<file path="src/rtl/mem_port_arbiter.sv">
`default_nettype none
// +--------------------------------------------------------------------------+
// | Module   : mem_port_arbiter                                              |
// | Purpose  : Shares one single-port synchronous RAM between a write        |
// |            requester and a read requester using level req / pulse ack    |
// |            handshakes. All outputs are registered.                       |
// | Options  : ARB_ROUND_ROBIN_EN - alternate grants under contention        |
// |            (default: write always wins a contended IDLE cycle)           |
// | Revision : 1.0 - initial release                                         |
// +--------------------------------------------------------------------------+
module mem_port_arbiter #(
  parameter int D_WIDTH = 8,
  parameter int A_WIDTH = 3
) (
  input  logic               clk,
  input  logic               n_rst,
  input  logic               w_req,
  input  logic [A_WIDTH-1:0] w_addr,
  input  logic [D_WIDTH-1:0] w_data,
  output logic               w_ack,
  input  logic               r_req,
  input  logic [A_WIDTH-1:0] r_addr,
  output logic               r_ack,
  output logic [D_WIDTH-1:0] r_data,
  output logic [A_WIDTH-1:0] mem_addr,
  output logic               mem_wen,
  output logic               mem_ren,
  output logic [D_WIDTH-1:0] mem_wdata,
  input  logic [D_WIDTH-1:0] mem_rdata,
  output logic               busy
);

  localparam logic [2:0] c_IDLE    = 3'd0;
  localparam logic [2:0] c_WR      = 3'd1;
  localparam logic [2:0] c_RD      = 3'd2;
  localparam logic [2:0] c_RD_WAIT = 3'd3;
  localparam logic [2:0] c_RESP    = 3'd4;

  logic [2:0] r_state;
  logic       w_write_first;
  logic       w_grant_write;
  logic       w_grant_read;

`ifdef ARB_ROUND_ROBIN_EN
  localparam logic c_GRANT_READ  = 1'b0;
  localparam logic c_GRANT_WRITE = 1'b1;

  logic r_last_grant;

  // Remember which port won the most recent grant so contention alternates.
  always_ff @(posedge clk or negedge n_rst) begin
    if (!n_rst) begin
      r_last_grant <= c_GRANT_READ;
    end else if (r_state == c_IDLE) begin
      if (w_grant_write) begin
        r_last_grant <= c_GRANT_WRITE;
      end else if (w_grant_read) begin
        r_last_grant <= c_GRANT_READ;
      end
    end
  end

  // Under contention favour the port that did not win last time.
  always_comb begin
    w_write_first = (r_last_grant == c_GRANT_READ);
  end
`else
  // Fixed priority: a pending UART byte must never be lost.
  always_comb begin
    w_write_first = 1'b1;
  end
`endif

  // Grant decision, only acted upon in IDLE.
  always_comb begin
    w_grant_write = w_req & (~r_req | w_write_first);
    w_grant_read  = r_req & ~w_grant_write;
  end

  // Access sequencer: outputs are loaded one cycle ahead of the state they
  // belong to, so every RAM strobe and ack comes straight from a flop.
  always_ff @(posedge clk or negedge n_rst) begin
    if (!n_rst) begin
      r_state   <= c_IDLE;
      w_ack     <= 1'b0;
      r_ack     <= 1'b0;
      r_data    <= '0;
      mem_addr  <= '0;
      mem_wen   <= 1'b0;
      mem_ren   <= 1'b0;
      mem_wdata <= '0;
      busy      <= 1'b0;
    end else begin
      w_ack   <= 1'b0;
      r_ack   <= 1'b0;
      mem_wen <= 1'b0;
      mem_ren <= 1'b0;
      case (r_state)
        c_IDLE: begin
          if (w_grant_write) begin
            r_state   <= c_WR;
            mem_addr  <= w_addr;
            mem_wdata <= w_data;
            mem_wen   <= 1'b1;
            w_ack     <= 1'b1;
            busy      <= 1'b1;
          end else if (w_grant_read) begin
            r_state  <= c_RD;
            mem_addr <= r_addr;
            mem_ren  <= 1'b1;
            busy     <= 1'b1;
          end
        end
        c_WR: begin
          r_state <= c_IDLE;
          busy    <= 1'b0;
        end
        c_RD: begin
          r_state <= c_RD_WAIT;
        end
        c_RD_WAIT: begin
          r_data  <= mem_rdata;
          r_ack   <= 1'b1;
          r_state <= c_RESP;
        end
        c_RESP: begin
          r_state <= c_IDLE;
          busy    <= 1'b0;
        end
        default: begin
          r_state <= c_IDLE;
          busy    <= 1'b0;
        end
      endcase
    end
  end

endmodule
`default_nettype wire

</file>
<file path="config.mk">
export PLATFORM = sky130hd
export DESIGN_NAME = mem_port_arbiter
export DESIGN_NICKNAME = d
export VERILOG_FILES = /design/src/rtl/mem_port_arbiter.sv
export SDC_FILE = /design/constraint.sdc
export NUM_CORES = 1
export LEC_CHECK = 0
export CORE_ASPECT_RATIO = 0.75
export CORE_MARGIN = 5
export CORE_UTILIZATION = 25
export CTS_CLUSTER_SIZE = 24
export DETAILED_ROUTE_END_ITERATION = 10
export PLACE_DENSITY = 0.56
export SYNTH_ARGS = -nofsm -noshare
export SYNTH_HDL_FRONTEND = slang
export SYNTH_SLANG_ARGS = --single-unit
</file>
<file path="constraint.sdc">
create_clock -name clk -period 1.2 [get_ports clk]
set_clock_uncertainty 0.05 [all_clocks]
set_input_delay 0.12 -clock clk [delete_from_list [all_inputs] [get_ports clk]]
set_output_delay 0.12 -clock clk [all_outputs]
set_load 0.1 [all_outputs]
</file>
-- Yosys cells after proc, flatten, opt, wreduce, memory -nomap -nowiden
Cells that the tools add are included.
- output and inout port bits: 24
- bits in registers: 26
- multiplexer cells: 14
- equality and inequality tests: 3
- reductions and logical operators: 6
- bitwise gates (word level): 3
- operators by type and width (kind ; number):
    two-way mux 3 bit ; 4
    case mux 3 bit (3 select lines) ; 1
    two-way mux 1 bit ; 8
    equality test 3 x 2 -> 1 bit, second input constant ; 2
    AND reduction 2 bit ; 3
    logical NOT 3 bit ; 1
    inequality test 3 bit, second input constant ; 1
    inverter 1 bit ; 2
    case mux 1 bit (2 select lines) ; 1
    nonzero test 2 bit ; 1
    OR reduction 2 bit ; 1
    bitwise AND 1 bit ; 1

-- Longest topological paths before layout
Gate-level depths: netlist of run 1.
- word-level depth: 5
- mapped depth: 4
- gate-level depth less buffers: 3

-- Worst setup path before layout of run 1
Ideal clock, no wire load.
- kind: flip-flop to output port
- start: register, netlist name mem_wen
- end: output port w_ack
- data required time: 1.030 ns
- stages on the path, launching flop included: 2
- arrival: 1.324 ns
- path buffers: 1
- path slack: -0.294 ns
- cell sequence: dfrtp_1 > buf_4
- RTL lines (what ; RTL line ; text):
    end, declared ; 20 ; output logic w_ack,

-- Worst setup path in the final report of run 1
- start: register r_state[0]
- end: register r_data[1]
- longest elaborated chain between the ends: 1
- ends and longest elaborated chain (what ; RTL line ; text):
    start, declared ; 39 ; logic [2:0] r_state;
    start signal, assigned ; 84 ; r_state <= c_IDLE;
    start signal, assigned ; 101 ; r_state <= c_WR;
    start signal, assigned ; 108 ; r_state <= c_RD;
    equality test 3 x 2 -> 1 bit ; 98 ; case (r_state)
    end signal, assigned ; 122 ; r_data <= mem_rdata;
    end, declared ; 24 ; output logic [D_WIDTH-1:0] r_data,
Every way passes these cells.
A chain may end at the register's enable or synchronous reset.

==> reports/metrics.cfg, run 1 <==
[critical_path]
r2r_end = r_data[1]
rr_startpoint = r_state[0]
crit_end = r_data[1]
r2r_cells = 4
critPathMaxFanout = 4
reg2reg_slack_ns = -0.17
criticalPathCategory = flip-flop to flip-flop
cp.required_ns = 1.31
crit_arrival_ns = 1.48
endpoint_kind = flip-flop
crit_start = r_state[0]
worst_setup_path_start_kind = flip-flop

[sta]
fin_crit_sh = 1.14
period_minus_slack_ns = 1.37
worst_pin_slew_ns = 0.174
relSlewSlack = 0.883
finalHoldViolCount = 0
slew_violations = 0
setup_viol = 20
tns_ns = -2.98
fmax_mhz = 730
fin_ws_ns = -0.169
rsz0062_at_grt = true

[logic_synthesis]
ys_ff_latch = 26
ys_warn_count = 0
syn-cell-area_sq_um = 1070
yosysSeqAreaShare = 0.610
syn-instance-count = 65
synth_top_cell_area_share = 0.610
synth_largest_area_cell = dfrtp_1
synth_cell_types = 16
synth_area_leaders = dfrtp_1, mux2_4, mux2_2, buf_6, and3_1
synthesis.nets = 91
synth.avg_cell_area_sq_um = 16.4

[floorplanning]
rows = 20
die_w_um = 85.4
initial_core_util = 0.262
ioPinCount = 50
die_h_um = 66.6
die-area_sq_um = 5690
core_sq_um = 4080

[placement]
place_ws_ns = -0.332
hpwl_um = 2000
gp_congestion = 0.715
numPortBuffers = 49

[final_layout]
drive_gt1_frac = 0.641
diodes = 0
area_delta_synth_final_pct = 97.8
num-nets-final = 155

[routing]
routed_wl_um = 2690
met1Wirelength_um = 1230
wl_per_cell_um = 14.7
ant_nets = 0
drc_errors = 0
vias_per_cell = 4.16
highest_layer = met4
route.met3.wl_um = 209
drt-pass1-iter-count = 4
drt-initial-drc-count = 17
vias = 762
wl_met2_um = 1230

[cts]
cts_max_level = 1
cts_root_buffer = clkbuf_8
clk_pin_slew_ns = 0.09
cts_tree = yes
clk_path_buf_depth = 2
insertion_delay_ns = 0.27
hold_buffers = 0
cts.sinks = 26
cts_buffers = 3

[status]
status = complete, but fails checks
failed_checks = negative setup slack

[job]
drv_cap = 0

[global_routing]
antenna_found_initial = 0
grt_pass1_wl_um = 4150
grt_usage = 0.0971
grt_max_degree = 27
grt_overflow = 0
grt_pass1_vias = 817

[min_path]
holdCritPathClass = input port to asynchronous set/reset pin

## state kept, by name, indices dropped and copies added (netlist names)
| name | cells |
|---|---|
| mem_wdata | 8 |
| r_data | 8 |
| mem_addr | 3 |
| r_state | 3 |
| busy | 1 |
| mem_ren | 1 |
| mem_wen | 1 |
| r_ack | 1 |
## final cells by class
cell class / count / area [sq um]
Fill cell: 325 / 1970
Timing Repair Buffer: 62 / 886
Sequential cell: 26 / 667
Multi-Input combinational cell: 33 / 407
Tap cell: 55 / 68.8
Clock buffer: 3 / 41.3
Clock inverter: 1 / 30.0
Inverter: 3 / 11.3
## metal layers
| metal | vias up | track usage |
|---|---|---|
| met3 | 2 | 0.0457 |
| met2 | 29 | 0.152 |
| met4 | 0 | 0.0356 |
| met1 | 382 | 0.116 |
| li1 | 349 | - |
| met5 | - | 0 |
## cell usage after synthesis, drive strengths merged
| cell type | n |
|---|---|
| a21o | 1 |
| a21oi | 1 |
| and3 | 2 |
| buf | 3 |
| dfrtp | 26 |
| inv | 3 |
| mux2 | 22 |
| nand2 | 1 |
| nor2 | 2 |
| nor3 | 1 |
| o211a | 1 |
| o21a | 1 |
| or2 | 1 |
## worst min path at each step
| stage | slack (ns) | end | cells past startpoint |
|---|---|---|---|
| final | 0.15 | mem_wdata[4] | 2 |
| after global routing | 0.15 | mem_wdata[2] | 2 |
| after CTS | 0.14 | mem_wdata[4] | 2 |
| after detailed placement | 0.45 | mem_wdata[5] | 2 |
| after global placement | 0.45 | mem_wdata[5] | 2 |
| after floorplan | -0.23 | busy | 0 |
## placed cells by master (no fill, tap or decap), types with 2 or more instances in the layout
| cell | instances |
|---|---|
| dfrtp_1 | 13 |
| mux2_2 | 3 |
| dfrtp_2 | 13 |
| buf_12 | 27 |
| mux2_4 | 19 |
| inv_2 | 2 |
| clkdlybuf4s50_1 | 24 |
| clkbuf_8 | 3 |
| buf_4 | 8 |
## metrics by stage
stage          cells  hold slack (ns)  instance area (sq um)   util
2_1_floorplan     65           -0.226                   1090      -
3_3_place_gp     176            0.447                   1970  0.484
3_5_place_dp     176            0.445                   1970  0.484
4_1_cts          181            0.143                   2070  0.508
5_1_grt          183            0.152                   2110  0.517
6_report         183            0.147                   2110  0.517
## critical path: stages, from the launching register on
cell,delay [ns]
dfrtp_1,0.42
nand2_1,0.07
or2_4,0.26
clkbuf_16,0.16
mux2_4,0.29
## repair_timing
item / in CTS / in global routing
setup endpoints to repair: 19 / 21
buffers inserted: 1 / 2
endpoints found under the hold margin: 0 / 0
pin swaps: 2 / 1
resized for setup: 5 / 4
cloned: 0 / 1
## cell families (layout without fill, tap and decap cells)
logic type | Yosys count | count (layout) | share of synthesized area
flops | 26 | 26 | 0.610
buf+inv | 6 | 69 | 0.0387
simple gates | 7 | 7 | 0.0352
compound gates | 4 | 4 | 0.0281
mux | 22 | 22 | 0.288
Power of run 1 is left out: the tool's default activity adds up to more than one toggle a clock period on the data nets, which glitch-free logic cannot reach.
==> run 2: changes to the inputs <==
--- a/config.mk
+++ b/config.mk
@@ -8,6 +8,7 @@
 export CORE_ASPECT_RATIO = 0.75
 export CORE_MARGIN = 5
 export CORE_UTILIZATION = 25
+export CTS_CLUSTER_DIAMETER = 50
 export CTS_CLUSTER_SIZE = 24
 export DETAILED_ROUTE_END_ITERATION = 10
 export PLACE_DENSITY = 0.56
==> results of run 2 <==
Final layout, timing and power as in run 1 (identical DEF).
Power of run 2 is left out for the same reason.
